==> src/rtl/fmap_feeder_pkg.sv <==
// Shared definitions for the fmap feeder: FSM encoding and skid-buffer geometry.
package fmap_feeder_pkg;

    typedef enum logic [1:0] {
        ST_IDLE     = 2'd0,
        ST_ANNOUNCE = 2'd1,
        ST_STREAM   = 2'd2,
        ST_DRAIN    = 2'd3
    } fsm_state_e;

    localparam int SKID_DEPTH = 2;
    localparam int SKID_CNT_W = $clog2(SKID_DEPTH + 1);
    localparam int SKID_PTR_W = $clog2(SKID_DEPTH);

endpackage

==> src/rtl/fmap_skid_buf.sv <==
// Two-entry FIFO absorbing global-buffer read returns while the loader FIFO is full.
module fmap_skid_buf
    import fmap_feeder_pkg::*;
#(
    parameter int DATA_WIDTH = 16
) (
    input  logic                  clk,
    input  logic                  rst_n,
    input  logic                  push_i,
    input  logic [DATA_WIDTH-1:0] push_data_i,
    input  logic                  pop_i,
    output logic [DATA_WIDTH-1:0] head_o,
    output logic [SKID_CNT_W-1:0] count_o,
    output logic                  empty_o
);

    logic [DATA_WIDTH-1:0] mem_q [SKID_DEPTH];
    logic [SKID_PTR_W-1:0] rd_ptr_q;
    logic [SKID_PTR_W-1:0] wr_ptr_q;
    logic [SKID_CNT_W-1:0] cnt_q;
    logic                  push_ok;
    logic                  pop_ok;

    // A push into a full buffer is still accepted when the head leaves in the same cycle.
    assign push_ok = push_i && ((cnt_q != SKID_CNT_W'(SKID_DEPTH)) || pop_i);
    assign pop_ok  = pop_i && (cnt_q != '0);

    always_ff @(posedge clk or negedge rst_n) begin
        if (!rst_n) begin
            for (int i = 0; i < SKID_DEPTH; i++) begin
                mem_q[i] <= '0;
            end
            rd_ptr_q <= '0;
            wr_ptr_q <= '0;
            cnt_q    <= '0;
        end else begin
            if (push_ok) begin
                mem_q[wr_ptr_q] <= push_data_i;
                wr_ptr_q        <= wr_ptr_q + SKID_PTR_W'(1);
            end
            if (pop_ok) begin
                rd_ptr_q <= rd_ptr_q + SKID_PTR_W'(1);
            end
            cnt_q <= cnt_q + SKID_CNT_W'(push_ok) - SKID_CNT_W'(pop_ok);
        end
    end

    assign head_o  = mem_q[rd_ptr_q];
    assign count_o = cnt_q;
    assign empty_o = (cnt_q == '0);

endmodule

==> src/rtl/fmap_feeder.sv <==
// Streams feature-map words from the global buffer into the per-PE loader FIFO,
// either a whole tile or one column at a time from an internally tracked column pointer.
module fmap_feeder
    import fmap_feeder_pkg::*;
#(
    parameter int DATA_WIDTH         = 16,
    parameter int ADDRESSWIDTH_F_PAD = 8,
    parameter int GB_ADDR_WIDTH      = 12
) (
    input  logic                          clk,
    input  logic                          rst_n,
    input  logic                          send_start,
    input  logic                          send_full_column,
    input  logic [ADDRESSWIDTH_F_PAD-1:0] pixel_num,
    input  logic [ADDRESSWIDTH_F_PAD-1:0] load_one_cloumn_num,
    input  logic [GB_ADDR_WIDTH-1:0]      gb_base_addr,
    output logic                          gb_ren,
    output logic [GB_ADDR_WIDTH-1:0]      gb_raddr,
    input  logic [DATA_WIDTH-1:0]         gb_rdata,
    input  logic                          fifo_full,
    output logic [DATA_WIDTH-1:0]         fmap_in,
    output logic                          fmap_in_en,
    output logic                          fmap_load_start,
    output logic                          load_full_cloumn,
    output logic                          busy,
    output logic                          send_done
);

    localparam int AW = ADDRESSWIDTH_F_PAD;
    localparam int OW = SKID_CNT_W + 1;

    fsm_state_e               state_q, state_d;
    logic [AW-1:0]            count_q, count_d;
    logic [AW-1:0]            issued_q, issued_d;
    logic [AW-1:0]            sent_q, sent_d;
    logic [AW-1:0]            col_ptr_q, col_ptr_d;
    logic [GB_ADDR_WIDTH-1:0] rd_addr_q, rd_addr_d;
    logic                     mode_q, mode_d;
    logic                     inflight_q;

    logic                     issue;
    logic                     pop;
    logic [OW-1:0]            occ_eff;
    logic [AW:0]              col_sum;
    logic [SKID_CNT_W-1:0]    skid_count;
    logic                     skid_empty;
    logic [DATA_WIDTH-1:0]    skid_head;

    fmap_skid_buf #(
        .DATA_WIDTH (DATA_WIDTH)
    ) u_skid (
        .clk         (clk),
        .rst_n       (rst_n),
        .push_i      (inflight_q),
        .push_data_i (gb_rdata),
        .pop_i       (pop),
        .head_o      (skid_head),
        .count_o     (skid_count),
        .empty_o     (skid_empty)
    );

    assign pop = ((state_q == ST_STREAM) || (state_q == ST_DRAIN)) && !skid_empty && !fifo_full;

    // The head leaving this cycle frees its slot, which keeps the stream at one word per cycle.
    assign occ_eff = OW'(skid_count) + OW'(inflight_q) - OW'(pop);
    assign issue   = (state_q == ST_STREAM) && (issued_q < count_q) && (occ_eff < OW'(SKID_DEPTH));

    assign col_sum = {1'b0, col_ptr_q} + {1'b0, load_one_cloumn_num};

    always_comb begin
        state_d         = state_q;
        count_d         = count_q;
        issued_d        = issued_q;
        sent_d          = sent_q;
        rd_addr_d       = rd_addr_q;
        col_ptr_d       = col_ptr_q;
        mode_d          = mode_q;
        fmap_load_start = 1'b0;
        send_done       = 1'b0;

        if (issue) begin
            issued_d  = issued_q + AW'(1);
            rd_addr_d = rd_addr_q + GB_ADDR_WIDTH'(1);
        end
        if (pop) begin
            sent_d = sent_q + AW'(1);
        end

        case (state_q)
            ST_IDLE: begin
                if (send_start) begin
                    mode_d   = send_full_column;
                    issued_d = '0;
                    sent_d   = '0;
                    if (send_full_column) begin
                        count_d   = pixel_num;
                        rd_addr_d = gb_base_addr;
                        col_ptr_d = '0;
                    end else begin
                        count_d   = load_one_cloumn_num;
                        rd_addr_d = gb_base_addr + GB_ADDR_WIDTH'(col_ptr_q);
                    end
                    state_d = ST_ANNOUNCE;
                end
            end
            ST_ANNOUNCE: begin
                fmap_load_start = 1'b1;
                state_d         = (count_q == '0) ? ST_DRAIN : ST_STREAM;
            end
            ST_STREAM: begin
                if (issued_d == count_q) begin
                    state_d = ST_DRAIN;
                end
            end
            ST_DRAIN: begin
                if ((sent_q == count_q) && !inflight_q) begin
                    send_done = 1'b1;
                    state_d   = ST_IDLE;
                    if (!mode_q) begin
                        col_ptr_d = (col_sum >= {1'b0, pixel_num}) ? '0 : col_sum[AW-1:0];
                    end
                end
            end
            default: state_d = ST_IDLE;
        endcase
    end

    always_ff @(posedge clk or negedge rst_n) begin
        if (!rst_n) begin
            state_q    <= ST_IDLE;
            count_q    <= '0;
            issued_q   <= '0;
            sent_q     <= '0;
            col_ptr_q  <= '0;
            rd_addr_q  <= '0;
            mode_q     <= 1'b0;
            inflight_q <= 1'b0;
        end else begin
            state_q    <= state_d;
            count_q    <= count_d;
            issued_q   <= issued_d;
            sent_q     <= sent_d;
            col_ptr_q  <= col_ptr_d;
            rd_addr_q  <= rd_addr_d;
            mode_q     <= mode_d;
            inflight_q <= issue;
        end
    end

    assign gb_ren           = issue;
    assign gb_raddr         = issue ? rd_addr_q : '0;
    assign fmap_in_en       = pop;
    assign fmap_in          = pop ? skid_head : '0;
    assign load_full_cloumn = mode_q;
    assign busy             = (state_q != ST_IDLE);

endmodule

==> config.mk <==
export PLATFORM = sky130hd
export DESIGN_NAME = fmap_feeder
export DESIGN_NICKNAME = d
export VERILOG_FILES = /design/src/rtl/fmap_feeder_pkg.sv /design/src/rtl/fmap_skid_buf.sv /design/src/rtl/fmap_feeder.sv
export SDC_FILE = /design/constraint.sdc
export NUM_CORES = 1
export LEC_CHECK = 0
export ABC_AREA = 1
export CAP_MARGIN = 0
export CORE_ASPECT_RATIO = 1.1
export CORE_MARGIN = 2
export CORE_UTILIZATION = 36
export CTS_CLUSTER_SIZE = 10
export DETAILED_ROUTE_END_ITERATION = 6
export GPL_ROUTABILITY_DRIVEN = 0
export GPL_TIMING_DRIVEN = 0
export MAX_ROUTING_LAYER = met4
export PLACE_DENSITY = 0.68
export SKIP_CTS_REPAIR_TIMING = 1
export SYNTH_ARGS = -nofsm -noshare
export SYNTH_HDL_FRONTEND = slang
export SYNTH_SLANG_ARGS = --single-unit
==> constraint.sdc <==
create_clock -name clk -period 8.3 [get_ports clk]
set_input_delay 1.66 -clock clk [delete_from_list [all_inputs] [get_ports clk]]
set_output_delay 1.66 -clock clk [all_outputs]
set_load 0.02 [all_outputs]
==> results.py <==
metrics = {
    "cells_and_area": {
        "drive_above_1_share_pct": 6.876,
        "multi_input_comb_area_sq_um": 3089,
        "area_growth_pct": 24.12,
        "final_common_cell": "nand2_1",
        "fin_area_sq_um": 7133,
        "nFillCells": 1550,
        "final_cell_mix": "nand2_1, inv_1, nor2_1, dfrtp_1, clkdlybuf4s50_1",
        "diodes": 0,
        "regArea_sq_um": 2102,
        "nets": 948,
    },
    "cts": {
        "clock-sinks": 84,
        "tritoncts": "built",
        "cts_max_path_buffers": 2,
        "cts.clk_slew.worst_paths_ps": 70,
        "cts_root_buf": "clkbuf_16",
        "h-tree-depth": 3,
        "clk_latency_ps": 340,
        "cts_buffers": 9,
    },
    "grt": {
        "grt_usage_pct": 18.63,
        "grtUsageMet1_pct": 24.36,
        "use_met2_pct": 30.87,
        "grt_pass1_vias": 5182,
        "grt.busiest_layer": "met2",
        "grt_first_pass_wirelength_microns": 25030,
        "grt_overflow": 0,
        "grt_max_degree": 44,
        "antenna_found_initial": 0,
        "use_met3_pct": 2.111,
    },
    "die": {
        "row_count": 48,
        "die_w_microns": 124.5,
        "coreArea_sq_um": 15680,
        "fp.dieArea_sq_um": 16990,
        "start_util_pct": 36.66,
        "die-height_microns": 136.5,
        "io_pins": 83,
    },
    "sta": {
        "finalCritPeriodShare_pct": 83.92,
        "holdWs_ps": 495.5,
        "fin_skew_ps": 6.338,
        "tns_ps": 0,
        "hold_viol": 0,
        "slew_violations": 0,
        "min_period_ps": 6966,
        "setup_viol": 0,
        "fmax_mhz": 143.6,
        "max_slew_margin_pct": 52.20,
        "tightest_slew_ps": 713.9,
        "rsz0062_at_grt": "no",
    },
    "outcome": {
        "status": "finished clean",
    },
    "logic_synthesis": {
        "syn_nets": 855,
        "syn-cell-area_sq_um": 5747,
        "synth_top_area_share_pct": 36.58,
        "synth_edf_count": 0,
        "synth-main-ff-cell": "dfrtp_1",
        "synth_area_leaders": "dfrtp_1, ha_1, nand2_1, inv_1, nor2_1",
        "yosys.area.top_type": "dfrtp_1",
        "avgSynthCellArea_sq_um": 7.562,
        "async_reset_ff_share_pct": 100.0,
        "synthDistinctLibCells": 45,
        "ys_warn_count": 0,
        "ys_seq_area_share_pct": 36.58,
        "synth-seq-cells": 84,
        "syn_inst": 760,
    },
    "min_path": {
        "hp-start": "u_skid.mem_q[13]",
        "holdPathStages": 1,
        "hold_end": "u_skid.mem_q[13]",
        "min_path_type": "reg -> reg",
    },
    "place": {
        "dp_hpwl_microns": 11780,
        "dpl_cell_area_sq_um": 6833,
        "io_buffers": 81,
    },
    "worst_setup_path": {
        "r2r_end": "state_q[1]",
        "critPathTopFamily": "buffers and inverters",
        "start_kind": "input pin",
        "slowest_stage": "clkdlybuf4s50_1",
        "worstSetupPathType": "in -> out",
        "crit_path_cell_trace": "clkdlybuf4s50_1 > a21oi_1 > o21ai_1 > inv_1 > ha_1 > or2_2 > fa_1 > nand3_1 > inv_2 > nand3_4 > inv_1 > ha_1 > clkdlybuf4s50_1",
        "r2r_slack_ps": 4200,
        "reg2reg_depth": 22,
        "critPathCaptureType": "output port",
        "worstPathMaxFanout": 8,
        "cp_slowest_stage_delay_ps": 620,
        "cp.required_ps": 6640,
        "arrival_ps": 5310,
        "worst-path-buf-inv": 5,
        "startpoint": "fifo_full",
        "r2r-start": "state_q[0]",
    },
    "job": {
        "maxCapViolCount": 0,
    },
    "drt": {
        "first_pass_iters": 5,
        "drc": 0,
        "viasPerCell": 4.993,
        "wirelength_microns": 15000,
        "drtIter0Drc": 290,
        "ant_nets": 0,
        "wl_per_cell_microns": 14.18,
        "via_count": 5283,
    },
    "pwr": {
        "ir_worst_vdd_v": 0.0001229,
        "power_w": 0.002099,
        "p_per_area_nw_per_um2": 294.3,
        "power_leakage_nw": 3.503,
    },
}
worst reg2reg max path, delay by kind of cell, from the launching register on:
family | cells | cell delay, ps
AO/OA/AOI/OAI | 2 | 300
flip-flops | 1 | 430
adder cells (fa/ha/maj) | 3 | 1050
buffers and inverters | 5 | 850
AND/OR/NAND/NOR | 12 | 1380
power breakdown:
part | internal (W) | switching [W] | total (W)
clock network | 0.000234 | 0.000172 | 0.000406
logic | 0.000392 | 0.000614 | 0.00101
registers | 0.000569 | 0.000118 | 0.000687
per-layer routing:
| metal | routed length, microns | vias to the layer above |
|---|---|---|
| met3 | 556 | 12 |
| met5 | 0 | - |
| met1 | 6996 | 2496 |
| met4 | 170 | 0 |
| li1 | - | 2684 |
| met2 | 7278 | 91 |
cells in the mapped netlist (2+ instances only):
cell	number
a21oi_1	58
buf_2	3
buf_4	2
clkbuf_1	16
dfrtp_1	84
fa_1	3
ha_1	43
inv_1	112
inv_2	4
mux2_1	3
mux2_2	13
nand2_1	140
nand2_2	6
nand3_1	46
nand4_1	18
nor2_1	87
nor2_2	2
nor2_4	4
nor3_1	11
o21ai_0	49
o21ai_1	2
o21bai_1	2
o22ai_1	11
o31ai_1	2
xnor2_1	7
xor2_1	13
layout make-up:
type / count / area share (%)
plain buffers: 23 / 1.631
repair buffers: 82 / 11.72
flip-flops and latches: 84 / 29.47
clock buffers: 9 / 3.157
clock inverters: 7 / 1.052
multi-input cells: 536 / 43.31
inverters: 117 / 6.157
well taps: 200 / 3.508
kinds of logic (layout without fill, tap and decap cells):
| family | count (synthesis) | in the layout | synth area share (%) |
|---|---|---|---|
| buffers and inverters | 140 | 238 | 9.666 |
| flip-flops | 84 | 84 | 36.58 |
| multiplexers | 16 | 16 | 3.135 |
| XOR/XNOR | 20 | 20 | 3.048 |
| AO/OA/AOI/OAI | 132 | 132 | 12.41 |
| AND/OR/NAND/NOR | 322 | 322 | 24.76 |
| adder cells (fa/ha/maj) | 46 | 46 | 10.41 |
flip-flops by register name, summed over array words and instances (netlist names):
name              flops
u_skid.wr_ptr_q       1
u_skid.rd_ptr_q       1
u_skid.mem_q         32
col_ptr_q             8
inflight_q            1
u_skid.count_o        2
issued_q              8
rd_addr_q            12
state_q               2
count_q               8
sent_q                8
load_full_cloumn      1
through the flow:
step	util [%]	setup slack (ps)	instances
final	45.51	1334	1058
after global routing	45.51	1165	1058
after CTS	45.51	1321	1058
after detailed placement	43.59	1335	1042
after global placement	43.43	1266	1041
after floorplan	-	2475	760
worst max path at each step:
stage                               to  slack [ps]  depth (start not counted)
final                      gb_raddr[0]        1330                         13
after global routing       gb_raddr[0]        1160                         13
after CTS                  gb_raddr[0]        1320                         13
after detailed placement   gb_raddr[0]        1340                         13
after global placement     gb_raddr[0]        1270                         13
after floorplan           gb_raddr[10]        2480                         12
Note: power is estimated with default switching activity, not from simulation.
